[src/rtl/spynet_stream_pkg.sv]
// spynet_stream_pkg: shared constants, state encoding and channel clamp helper for the flow streamer
package spynet_stream_pkg;
  localparam int CH_BITS = 16;
  localparam int X_LSB = 0;
  localparam int Y_LSB = 16;
  localparam int CNT_W = 12;
  localparam int TAG_W = 2;
  typedef enum logic [1:0] {IDLE, ARMED, DRAIN} state_t;
  function automatic logic [CH_BITS-1:0] clamp_ch(input logic signed [CH_BITS-1:0] v, input logic [CH_BITS-1:0] mag);
    logic signed [CH_BITS-1:0] m;
    m = $signed(mag);
    return v > m ? m : v < -m ? -m : v;
  endfunction
endpackage

[src/rtl/spynet_sync_fifo.sv]
// spynet_sync_fifo: first-word-fall-through synchronous FIFO with flush
// Ports: clk, rst_n (async, active low); flush empties the FIFO; push/din write; pop/dout read
// the head; full, empty and count report occupancy.
module spynet_sync_fifo #(
  parameter int WIDTH = 34,
  parameter int DEPTH = 16
) (
  input  logic                       clk,
  input  logic                       rst_n,
  input  logic                       flush,
  input  logic                       push,
  input  logic [WIDTH-1:0]           din,
  input  logic                       pop,
  output logic [WIDTH-1:0]           dout,
  output logic                       full,
  output logic                       empty,
  output logic [$clog2(DEPTH):0]     count
);
  localparam int AW = $clog2(DEPTH);
  logic [WIDTH-1:0] mem [DEPTH];
  logic [AW-1:0] wp, rp;
  always_ff @(posedge clk)
    if (push) mem[wp] <= din;
  always_ff @(posedge clk or negedge rst_n)
    if (!rst_n) begin
      wp <= '0;
      rp <= '0;
      count <= '0;
    end else if (flush) begin
      wp <= '0;
      rp <= '0;
      count <= '0;
    end else begin
      if (push) wp <= wp + 1'b1;
      if (pop) rp <= rp + 1'b1;
      count <= count + (AW+1)'(push) - (AW+1)'(pop);
    end
  assign dout = mem[rp];
  assign full = count == (AW+1)'(DEPTH);
  assign empty = count == '0;
endmodule

[src/rtl/spynet_flow_streamer.sv]
// spynet_flow_streamer: buffers SPyNet flow words and streams them as a framed AXI4-Stream master
// Ports: clk, rst_n (async, active low); start_frame arms or aborts a frame; in_valid/in_data
// carry {y,x} flow words from the network; m_axis_* is the stream (tlast = end of row,
// tuser = first word of frame); frame_done pulses on the final word handshake; overflow is
// sticky per frame; busy marks a frame in progress.
// Build option: define FLOW_CLAMP_EN to saturate each channel to +/-CLAMP_MAG before buffering.
module spynet_flow_streamer
  import spynet_stream_pkg::*;
#(
  parameter int          BITS       = CH_BITS,
  parameter int          ROW_WORDS  = 64,
  parameter int          FRAME_ROWS = 48,
  parameter int          FIFO_DEPTH = 16,
  parameter logic [15:0] CLAMP_MAG  = 16'd2047
) (
  input  logic        clk,
  input  logic        rst_n,
  input  logic        start_frame,
  input  logic        in_valid,
  input  logic [31:0] in_data,
  output logic [31:0] m_axis_tdata,
  output logic        m_axis_tvalid,
  input  logic        m_axis_tready,
  output logic        m_axis_tlast,
  output logic        m_axis_tuser,
  output logic        frame_done,
  output logic        overflow,
  output logic        busy
);
  localparam int AW = $clog2(FIFO_DEPTH);
`ifdef FLOW_CLAMP_EN
  localparam bit CLAMP_ON = 1'b1;
`else
  localparam bit CLAMP_ON = 1'b0;
`endif
  state_t state, state_nx;
  logic [CNT_W-1:0] col, row;
  logic armed, take, last_col, last_word, pop, push, drop, full, empty;
  logic [AW:0] count;
  logic [TAG_W+31:0] head;
  logic [31:0] wdata, clamped;
  assign clamped = {clamp_ch(in_data[Y_LSB +: BITS], CLAMP_MAG), clamp_ch(in_data[X_LSB +: BITS], CLAMP_MAG)};
  assign wdata = CLAMP_ON ? clamped : in_data;
  assign armed = state == ARMED;
  // start_frame wins over a same-cycle word: the old frame is flushed, the word belongs to nobody
  assign take = armed && in_valid && !start_frame;
  assign last_col = col == CNT_W'(ROW_WORDS - 1);
  assign last_word = last_col && row == CNT_W'(FRAME_ROWS - 1);
  assign pop = !empty && m_axis_tready;
  // a pop in the same cycle frees the slot, so full alone is not a drop
  assign push = take && (!full || pop);
  assign drop = take && full && !pop;
  spynet_sync_fifo #(.WIDTH(TAG_W + 32), .DEPTH(FIFO_DEPTH)) u_fifo (
    .clk(clk),
    .rst_n(rst_n),
    .flush(start_frame),
    .push(push),
    .din({row == '0 && col == '0, last_col, wdata}),
    .pop(pop),
    .dout(head),
    .full(full),
    .empty(empty),
    .count(count)
  );
  always_ff @(posedge clk or negedge rst_n)
    if (!rst_n) state <= IDLE;
    else state <= state_nx;
  // DRAIN always starts non-empty, so the pop that leaves one entry behind is the final word
  always_comb begin
    state_nx = state;
    frame_done = 1'b0;
    if (start_frame) state_nx = ARMED;
    else if (take && last_word) state_nx = DRAIN;
    else if (state == DRAIN && pop && count == (AW+1)'(1)) begin
      state_nx = IDLE;
      frame_done = 1'b1;
    end
  end
  // counters follow every network word, dropped or not, so framing stays aligned
  always_ff @(posedge clk or negedge rst_n)
    if (!rst_n) begin
      col <= '0;
      row <= '0;
      overflow <= 1'b0;
    end else if (start_frame) begin
      col <= '0;
      row <= '0;
      overflow <= 1'b0;
    end else if (take) begin
      col <= last_col ? '0 : col + 1'b1;
      row <= last_word ? '0 : last_col ? row + 1'b1 : row;
      overflow <= overflow | drop;
    end
  assign busy = state != IDLE;
  assign m_axis_tvalid = !empty;
  assign m_axis_tdata = empty ? '0 : head[31:0];
  assign m_axis_tlast = !empty && head[32];
  assign m_axis_tuser = !empty && head[33];
endmodule

[config.mk]
export PLATFORM = sky130hd
export DESIGN_NAME = spynet_flow_streamer
export DESIGN_NICKNAME = d
export VERILOG_FILES = /design/src/rtl/spynet_stream_pkg.sv /design/src/rtl/spynet_sync_fifo.sv /design/src/rtl/spynet_flow_streamer.sv
export SDC_FILE = /design/constraint.sdc
export NUM_CORES = 1
export LEC_CHECK = 0
export ABC_AREA = 1
export BUFFER_PORTS_ARGS = -buffer_cell sky130_fd_sc_hd__buf_4
export CAP_MARGIN = 10
export CELL_PAD_IN_SITES_DETAIL_PLACEMENT = 1
export CELL_PAD_IN_SITES_GLOBAL_PLACEMENT = 2
export CORE_MARGIN = 2
export CORE_UTILIZATION = 41
export CTS_CLUSTER_SIZE = 8
export DETAILED_ROUTE_END_ITERATION = 16
export GPL_ROUTABILITY_DRIVEN = 0
export HOLD_SLACK_MARGIN = 0.15
export PLACE_DENSITY_LB_ADDON = 0.1
export SLEW_MARGIN = 20
export SYNTH_ARGS = -nofsm -noshare
export SYNTH_HDL_FRONTEND = slang
export SYNTH_SLANG_ARGS = --single-unit
[constraint.sdc]
create_clock -name clk -period 6.2 [get_ports clk]
set_input_delay 0.31 -clock clk [delete_from_list [all_inputs] [get_ports clk]]
set_output_delay 0.31 -clock clk [all_outputs]
set_load 0.05 [all_outputs]
* Word-level counts from Yosys, hierarchy flattened
Memories as Yosys holds them, arrays and structs flattened. Cells that the tools add are included.
Storage, ports and cells: register bits after elaboration 40, bits in writable memories 544, output and inout bits 38, logic and storage cells 72, memories 1
Memories:
- u_fifo.mem | words 16, width 34, rd ports 1, clocked after Yosys merged registers in 0, wr ports 1, line spynet_sync_fifo.sv:20 | logic [WIDTH-1:0] mem [DEPTH];
Cells by class: $add $sub $neg 6, equality and inequality tests 6, multiplexer cells 23, bitwise gates (word level) 1, reductions and logical operators 28
Operators by type and width (number):
- two-way mux 12 bit | 7
- two-way mux 32 bit | 1
- adder 12 x 1 -> 12 bit, second input constant | 2
- equality test 12 x 6 -> 1 bit, second input constant | 2
- logical NOT 12 bit | 2
- two-way mux 4 bit | 4
- logical AND 1 bit | 13
- adder 4 x 1 -> 4 bit, second input constant | 2
- nonzero test 2 bit | 4
- two-way mux 1 bit | 7
- two-way mux 2 bit | 3
- nonzero test 3 bit | 2
- adder 5 x 1 -> 5 bit | 1
- equality test 5 x 1 -> 1 bit, second input constant | 1
- equality test 5 bit, second input constant | 1
- logical NOT 5 bit | 1
- two-way mux 5 bit | 1
- subtractor 5 x 1 -> 5 bit | 1
- logical NOT 1 bit | 4
- equality test 2 x 1 -> 1 bit, second input constant | 1
- equality test 2 bit, second input constant | 1
- AND reduction 2 bit | 1
- logical OR 1 bit | 1
- OR 1 bit | 1

* Depth between registers and ports, before layout
Gate-level depths: netlist of run 1.
depth after elaboration 8, mapped depth 15, gate-level depth less buffers 15

* By module
From an unflattened synthesis of run 1, not the netlist that was laid out.
Second synthesis, totals: cell total of the unflattened synthesis 2630, area total of the unflattened synthesis 26085.0 sq um
By module, submodules not included:
- spynet_sync_fifo | times used 1, cells each 2306, area an instance 24035.6 sq um, seq. area each 16661.0 sq um
- spynet_flow_streamer | times used 1, cells each 324, area an instance 2049.5 sq um, seq. area each 675.6 sq um

* Worst setup path before layout of run 1
No wires, ideal clock.
kind register to register, start point register state[1], end point memory u_fifo.mem[11][0] (enable), arrival time 2.492 ns, slack 3.283 ns, stages on the path, launching flop included 8, path buffers 0, period minus slack after synthesis 2.917 ns, cell sequence dfrtp_1 -> nor2_2 -> inv_2 -> nor2_4 -> inv_2 -> nor2_8 -> nand2_1 -> nor2_1
On the way: cells in the longest elaborated chain, start to end 6
RTL lines:
- start: declaration | line spynet_flow_streamer.sv:36 | state_t state, state_nx;
- start signal: assignment | line spynet_flow_streamer.sv:67 | else state <= state_nx;
- equality test 2 x 1 -> 1 bit | line spynet_flow_streamer.sv:44 | assign armed = state == ARMED;
- logical AND 1 bit (2 in series) | line spynet_flow_streamer.sv:46 | assign take = armed && in_valid && !start_frame;
- logical AND 1 bit | line spynet_flow_streamer.sv:51 | assign push = take && (!full || pop);
- two-way mux 1 bit | line spynet_sync_fifo.sv:23 | if (push) mem[wp] <= din;
- two-way mux 1 bit (implied by the code) | line spynet_sync_fifo.sv:23
- end: declaration | line spynet_sync_fifo.sv:20
Every way passes these cells.

* Final worst setup path of run 1
start point register u_fifo.rp[0], end point output port m_axis_tuser
On the way: cells in the longest elaborated chain, start to end 2
RTL lines:
- start: declaration | line spynet_sync_fifo.sv:21 | logic [AW-1:0] wp, rp;
- start signal: assignment | line spynet_sync_fifo.sv:35 | if (pop) rp <= rp + 1'b1;
- memory read (16 x 34 bit)
- logical AND 1 bit | line spynet_flow_streamer.sv:98 | assign m_axis_tuser = !empty && head[33];
- end: declaration | line spynet_flow_streamer.sv:25 | output logic m_axis_tuser,
Every way passes these cells.

==> PnR_summary.wiki, run 1 <==
{| class="wikitable"
! Metric !! Value
|-
| Slowest library cell on the worst path || sky130_fd_sc_hd__dfrtp_4
|-
| Type of element capturing the critical path || output pin
|-
| Nets in the synthesized netlist || 2179
|-
| Post-synth design cell area || 0.0242 mm²
|-
| Overall fraction of global-route tracks in use || approximately 23%
|-
| Root Buffer Master || sky130_fd_sc_hd__clkbuf_16
|-
| Die Span Y || 247 µm
|-
| Number of antenna violations at the first check in global routing || 0
|-
| Post-CTS repair timing setup buffer count || 0
|-
| Result of the run || complete, no violations
|-
| Reg area || about 0.017 mm²
|-
| Area after detailed placement || ~0.026 mm²
|-
| Count of endpoints failing setup in the final report || 0
|-
| Final Slew Violations || 0
|-
| Routed wirelength normalized by instance count || about 23 µm
|-
| Starting Density || 41.3%
|-
| Distinct cell type count after synthesis || 35
|-
| Largest net degree at the start of global routing || 153
|-
| Final non-filler cell total || roughly 3.0k
|-
| Sequential share of power || 39.9%
|-
| DRC errors left || 0
|-
| Post-synthesis sequential area ratio || a little under three quarters
|-
| Remaining number of nets flagged by the antenna check after routing || 0
|-
| Final wirelength || roughly 69 mm
|-
| TritonCTS clock tree || yes
|-
| Classification of the worst setup path || reg -> out
|-
| Routed via count || 16.3k
|-
| Average cell area after synthesis || roughly 11 µm²
|-
| Area taken by multi-input logic gates || roughly 0.0063 mm²
|-
| Core Footprint || 0.0587 mm²
|-
| Share of async-settable or async-resettable flops after synthesis || just under 7%
|-
| CP startpoint || u_fifo.rp[0]
|-
| First-pass GRT wire length || around 110 mm
|-
| Top cell by count, worst path || sky130_fd_sc_hd__nand2_1
|-
| Type of the worst min-delay path || in -> async
|-
| Non-Filler Cell Area, Final || between 0.02 and 0.03 mm²
|-
| Commonest non-fill, non-tap cells in the layout || sky130_fd_sc_hd__nand2_1 (755), sky130_fd_sc_hd__edfxtp_1 (544), sky130_fd_sc_hd__nand3_1 (438)
|-
| Placed cells || between 2k and 3k
|-
| Number of clock sinks || around 580
|-
| Most frequent standard cell in the layout excluding fill and tap cells || sky130_fd_sc_hd__nand2_1
|-
| Unrepaired setup endpoints after global routing || false
|-
| Upper clock frequency limit || between 0.2 and 0.25 GHz
|-
| Antenna cell count || 0
|-
| Cell chain of the critical path || inv_8 > buf_4 > nand2_1 > nand3_1 > nand3_1 > nand2_1 > nand2_1 > a21oi_1 > buf_4
|-
| Internal cell power || 7510 µW
|-
| Post-Syn Instances || 2127
|-
| Leakage power || 0.0104 µW
|-
| Part of the cycle the worst path needs || about two thirds
|-
| Maximum level of the CTS H-tree || 3
|-
| Total global routing overflow || 0
|-
| Worst slew slack as a fraction of its limit || between 20% and 30%
|-
| Clock slew at reported path FFs || roughly 0.05 ns
|-
| Row count || between 80 and 90
|-
| Synthesis-to-finish area growth || 16.3%
|-
| Hold Vio Cnt, Final || 0
|-
| CP startpoint kind || flop
|-
| Part of the power in combinational logic || about a quarter
|-
| Detailed placer's ending HPWL || approximately 35 mm
|-
| Filler cell count in the final layout || 6154
|-
| Area of the die || about 0.061 mm²
|-
| Number of top-level pins || 75
|-
| Data required time at the worst endpoint || roughly 5.9 ns
|-
| Iter 0 DRT Violations || between 1k and 1.5k
|-
| Synth warn || 0
|-
| Skew-Pair Late Insertion Delay || between 0.6 and 0.7 ns
|-
| Post-Route Setup TNS || 0 ns
|-
| Switching power summed over all nets || between 3000 and 4000 µW
|-
| Clock share of power || a little over a third
|-
| Max-cap violations || 0
|-
| Worst path arrival time || approximately 3.8 ns
|-
| Worst-path maximum fanout || 139
|-
| Prevailing post-synth register cell || sky130_fd_sc_hd__edfxtp_1
|-
| Worst-margin pin slew || roughly 1.1 ns
|-
| Shortest clock period the worst path allows after layout || between 4 and 5 ns
|-
| Post-synth EDFFs || 544
|-
| Port Buffer Count || 74
|-
| Register bit total from synthesis || slightly below 600
|-
| Mean number of vias per cell || roughly 5.4
|-
| Die X || 247 µm
|-
| Share of layout cells above drive strength 1 || 10.4%
|-
| Total power || 11100 µW
|-
| Startpoint of the worst register-to-register path || state[1]
|-
| Power per cell area || a little under 400 mW/mm²
|-
| Count of cells along the worst register-to-register path || 8
|-
| Worst-case clock buffer depth || 3
|-
| Switching Fraction || around 33%
|-
| Via count of the first global-routing pass || around 17k
|-
| Layout net count || ~2.3k
|-
| Max incr delay on CP || between 0.6 and 0.7 ns
|-
| Setup clock skew after layout || between 0.02 and 0.025 ns
|-
| Detailed-router iteration count before antenna repair || 6
|-
| Worst-case vdd ir drop || between 0.2 and 0.3 mV
|-
| Number of buffers created by CTS || between 80 and 90
|}
cells in the mapped netlist, types with 2 or more instances:
master	count	area share, %
sky130_fd_sc_hd__nor2_8	2	0.17
sky130_fd_sc_hd__a21oi_1	44	0.91
sky130_fd_sc_hd__clkbuf_1	30	0.47
sky130_fd_sc_hd__nor2_2	2	0.052
sky130_fd_sc_hd__or2_2	3	0.078
sky130_fd_sc_hd__clkinv_1	3	0.047
sky130_fd_sc_hd__nand3_1	438	9.1
sky130_fd_sc_hd__nand4_1	17	0.44
sky130_fd_sc_hd__buf_1	19	0.29
sky130_fd_sc_hd__buf_4	4	0.12
sky130_fd_sc_hd__ha_1	14	0.72
sky130_fd_sc_hd__o21bai_1	2	0.062
sky130_fd_sc_hd__o21ai_0	22	0.45
sky130_fd_sc_hd__nor3_1	6	0.12
sky130_fd_sc_hd__buf_2	66	1.4
sky130_fd_sc_hd__xor2_1	7	0.25
sky130_fd_sc_hd__nor2_4	3	0.14
sky130_fd_sc_hd__edfxtp_1	544	67
sky130_fd_sc_hd__inv_1	42	0.65
sky130_fd_sc_hd__nor2_1	46	0.71
sky130_fd_sc_hd__nand2_1	755	12
sky130_fd_sc_hd__inv_2	4	0.062
sky130_fd_sc_hd__dfrtp_1	40	4.1
sky130_fd_sc_hd__o21ai_1	3	0.062
metrics by stage:
step	util (%)	hold slack (ns)	setup WS (ns)
after CTS	48.0	0.223	2.11
after floorplan	-	0.0144	3.28
after global placement	43.6	0.350	2.79
final	48.0	0.239	2.09
after global routing	48.0	0.273	1.93
after detailed placement	43.6	0.349	2.78
power by group through the flow:
| stage | sequential (µW) | combinational, µW | clock [µW] |
|---|---|---|---|
| floorplan | 4470 | 1890 | 0 |
| global placement | 4510 | 2670 | 0 |
| detailed placement | 4510 | 2710 | 0 |
| CTS | 4440 | 2740 | 4090 |
| global route | 4440 | 2980 | 4230 |
| finish | 4440 | 2690 | 4000 |
sequential cells by signal, indices dropped and copies added (netlist names):
name / flops
row: 12
overflow: 1
state: 2
u_fifo.rp: 4
u_fifo.wp: 4
u_fifo.mem: 544
col: 12
u_fifo.count: 5
cell type report:
| class | count | share of cell area, % |
|---|---|---|
| clock inverter | 2 | 0.0622 |
| timing repair buffer | 140 | 4.14 |
| clock buffer | 100 | 7.76 |
| multi-input combinational | 1374 | 22.3 |
| sequential | 584 | 61.6 |
| tap | 773 | 3.44 |
| inverter | 49 | 0.693 |
critical path: cells and delay by family, from the launching register on:
family,cells,cell delay [ns]
flip-flops,1,0.65
AND/OR/NAND/NOR,5,0.43
buffers and inverters,3,1.52
AO/OA/AOI/OAI,1,0.38
path summary, 6_finish.rpt:
| path | endpoint | slack, ns |
|---|---|---|
| max | m_axis_tuser | 2.09 |
| min | row[5] | 0.24 |
| max reg2reg | u_fifo.mem[3][18] | 3.24 |
| min reg2reg | row[11] | 0.52 |
| max in group asynchronous | u_fifo.rp[0] | 5.53 |
| min in group clk | row[5] | 0.33 |
kinds of logic after synthesis:
family	synth area share, %
simple gates	22.7
xor+xnor	0.289
buf+inv	3.05
fa+ha+maj	0.806
flops	71.6
compound gates	1.55
routing by layer:
layer  global-route usage [%]  vias up  part of all wire, %
met4                     7.58        0                  2.5
met2                     39.2      283                   49
met5                        0        -                    0
li1                         -     7598                    -
met1                     30.6     8328                   45
met3                     3.30      127                  3.7
repair_timing:
item / 4_1_cts / 5_1_grt
gates resized for setup: 0 / 0
hold buffers: 36 / 0
hold endpoints to repair: 566 / 0
Note: power is estimated with default switching activity, not from simulation.
==> inputs of run 2 (changes only) <==
CORE_UTILIZATION = 38   (was 41)
clock period = 3.7 ns   (was 6.2 ns; I/O delays follow)
==> run 2 against run 1 <==
- via count is 0.61% lower
- hold slack improved by 0.16 ns
- first-iteration DRC count down 21%
- register-to-register slack worse by 2.1 ns
- worst setup slack lost 1.5 ns
- sequential share of layout area decreased by 0.81 points
- critical endpoint is now m_axis_tdata[29]
==> PnR_summary.wiki, run 2 (synthesis gave the netlist of run 1 again) <==
{| class="wikitable"
! Metric !! Value
|-
| Reg area || 0.0173 mm²
|-
| Upper clock frequency limit || between 0.3 and 0.4 GHz
|-
| Worst-case clock buffer depth || 3
|-
| Remaining number of nets flagged by the antenna check after routing || 0
|-
| Largest net degree at the start of global routing || roughly 150
|-
| Share of layout cells above drive strength 1 || 11.1%
|-
| Via count of the first global-routing pass || 17.5k
|-
| Worst slew slack as a fraction of its limit || between 30% and 40%
|-
| CP startpoint kind || flop
|-
| First-pass GRT wire length || between 100 and 150 mm
|-
| Worst-path maximum fanout || 56
|-
| Power per cell area || between 600 and 700 mW/mm²
|-
| Post-cts hold buffer count || 38
|-
| Most frequent standard cell in the layout excluding fill and tap cells || sky130_fd_sc_hd__nand2_1
|-
| Antenna cell count || 0
|-
| Detailed-router iteration count before antenna repair || 4
|-
| Starting Density || around two fifths
|-
| Hold Vio Cnt, Final || 0
|-
| Core Footprint || 0.0631 mm²
|-
| Iter 0 DRT Violations || between 700 and 800
|-
| Utilization after layout || ~45%
|-
| DRC errors left || 0
|-
| Clock share of power || 35.8%
|-
| Skew-Pair Late Insertion Delay || 0.63 ns
|-
| Worst-case vdd ir drop || between 0.5 and 0.6 mV
|-
| Die X || ~260 µm
|-
| Final non-filler cell total || between 3k and 4k
|-
| Detailed placer's ending HPWL || about 37 mm
|-
| Part of the cycle the worst path needs || between 80% and 90%
|-
| Final Slew Violations || 0
|-
| Max-cap violations || 0
|-
| Switching Fraction || roughly 33%
|-
| Result of the run || complete, no violations
|-
| Number of buffers created by CTS || between 80 and 90
|-
| Classification of the worst setup path || reg -> out
|-
| Data required time at the worst endpoint || between 3 and 4 ns
|-
| Clock slew at reported path FFs || 0.05 ns
|-
| Hold Slack || 0.400 ns
|-
| Count of endpoints failing setup in the final report || 0
|-
| Layout net count || ~2.3k
|-
| Switching power summed over all nets || between 6000 and 7000 µW
|-
| Shortest clock period the worst path allows after layout || approximately 3.2 ns
|-
| Setup clock skew after layout || around 0.018 ns
|-
| Filler cell count in the final layout || roughly 6.8k
|-
| Area of the die || roughly 0.066 mm²
|-
| Internal cell power || 12600 µW
|-
| Post-CTS repair timing setup buffer count || 0
|-
| Area taken by multi-input logic gates || roughly 0.0063 mm²
|-
| Number of top-level pins || 75
|-
| Commonest non-fill, non-tap cells in the layout || sky130_fd_sc_hd__nand2_1 (755), sky130_fd_sc_hd__edfxtp_1 (544), sky130_fd_sc_hd__nand3_1 (438)
|-
| Flip-flop count of the largest register after layout || between 500 and 600
|-
| Part of the power in combinational logic || around 25%
|-
| Worst path arrival time || around 3.0 ns
|-
| Leakage power || 0.0105 µW
|-
| Total global routing overflow || 0
|-
| Mean number of vias per cell || around 5.2
|-
| Number of clock sinks || just under 600
|-
| Die Span Y || roughly 260 µm
|-
| Largest regs || u_fifo.mem (544), col (12), row (12)
|-
| Routed via count || between 15k and 20k
|-
| Post-Route Setup TNS || 0 ns
|-
| Overall fraction of global-route tracks in use || between 20% and 30%
|-
| Type of the worst min-delay path || in -> reg
|-
| Type of element capturing the critical path || output pin
|-
| Row count || 92
|-
| Sequential share of power || roughly two fifths
|-
| Number of resized instances in the post-cts repair step || 0
|-
| Unrepaired setup endpoints after global routing || false
|-
| Worst-margin pin slew || about 1 ns
|-
| Synthesis-to-finish area growth || 17.8%
|-
| Placed cells || approximately 3.0k
|-
| Root Buffer Master || sky130_fd_sc_hd__clkbuf_16
|-
| Register bank with the most flops || u_fifo.mem
|-
| Final wirelength || approximately 68 mm
|-
| Number of antenna violations at the first check in global routing || 0
|-
| Maximum level of the CTS H-tree || 3
|-
| Port Buffer Count || 74
|-
| Routed wirelength normalized by instance count || between 20 and 25 µm
|-
| Total power || around 19000 µW
|-
| TritonCTS clock tree || yes
|}
[run 2: final timing paths]
check,slack (ns),start,cells past startpoint,to
worst max-delay path,0.55,u_fifo.rp[0],9,m_axis_tdata[29]
worst min-delay path,0.40,start_frame,3,u_fifo.count[1]
worst max register to register,1.13,state[0],9,u_fifo.mem[2][14]
worst min register to register,0.51,row[11],2,row[11]
max in group asynchronous,2.85,rst_n,4,u_fifo.rp[2]
min in group asynchronous,0.61,rst_n,4,row[4]
[run 2: per-layer routing]
metal	GRT usage [%]	part of all wire (%)	wire length (µm)
met2	35.8	49	33400
met4	5.56	1.6	1050
met5	0	0	0
met1	27.5	46	31200
met3	2.86	2.9	1930
[run 2: area by class of cell]
class | instances | area share, %
inverters | 49 | 0.684
clock inverters | 7 | 0.421
multi-input cells | 1374 | 22.0
repair buffers | 154 | 5.02
well taps | 846 | 3.71
clock buffers | 94 | 7.35
flip-flops and latches | 584 | 60.8
[run 2: metrics by stage]
stage               setup WS, ns  cell area (µm²)
floorplan                  0.783            24200
global placement            1.14            25900
detailed placement          1.09            25900
CTS                        0.496            28500
global route               0.239            28500
finish                     0.549            28500
[run 2: power groups by stage]
| stage | sequential, µW | clock [µW] | combinational (µW) |
|---|---|---|---|
| 6_report | 7400 | 6700 | 4610 |
| 5_1_grt | 7400 | 7130 | 5100 |
| 4_1_cts | 7390 | 6890 | 4720 |
| 3_5_place_dp | 7520 | 0 | 4670 |
| 3_3_place_gp | 7510 | 0 | 4620 |
| 2_1_floorplan | 7490 | 0 | 3170 |
[run 2: worst max-delay path, cell delays in order, from the launching register on]
cell	delay, ns
sky130_fd_sc_hd__dfrtp_4	0.57
sky130_fd_sc_hd__inv_8	0.33
sky130_fd_sc_hd__buf_4	0.43
sky130_fd_sc_hd__nand2_1	0.10
sky130_fd_sc_hd__nand3_1	0.08
sky130_fd_sc_hd__nand3_1	0.09
sky130_fd_sc_hd__nand2_1	0.10
sky130_fd_sc_hd__nand2_1	0.05
sky130_fd_sc_hd__a21oi_1	0.31
sky130_fd_sc_hd__buf_4	0.27
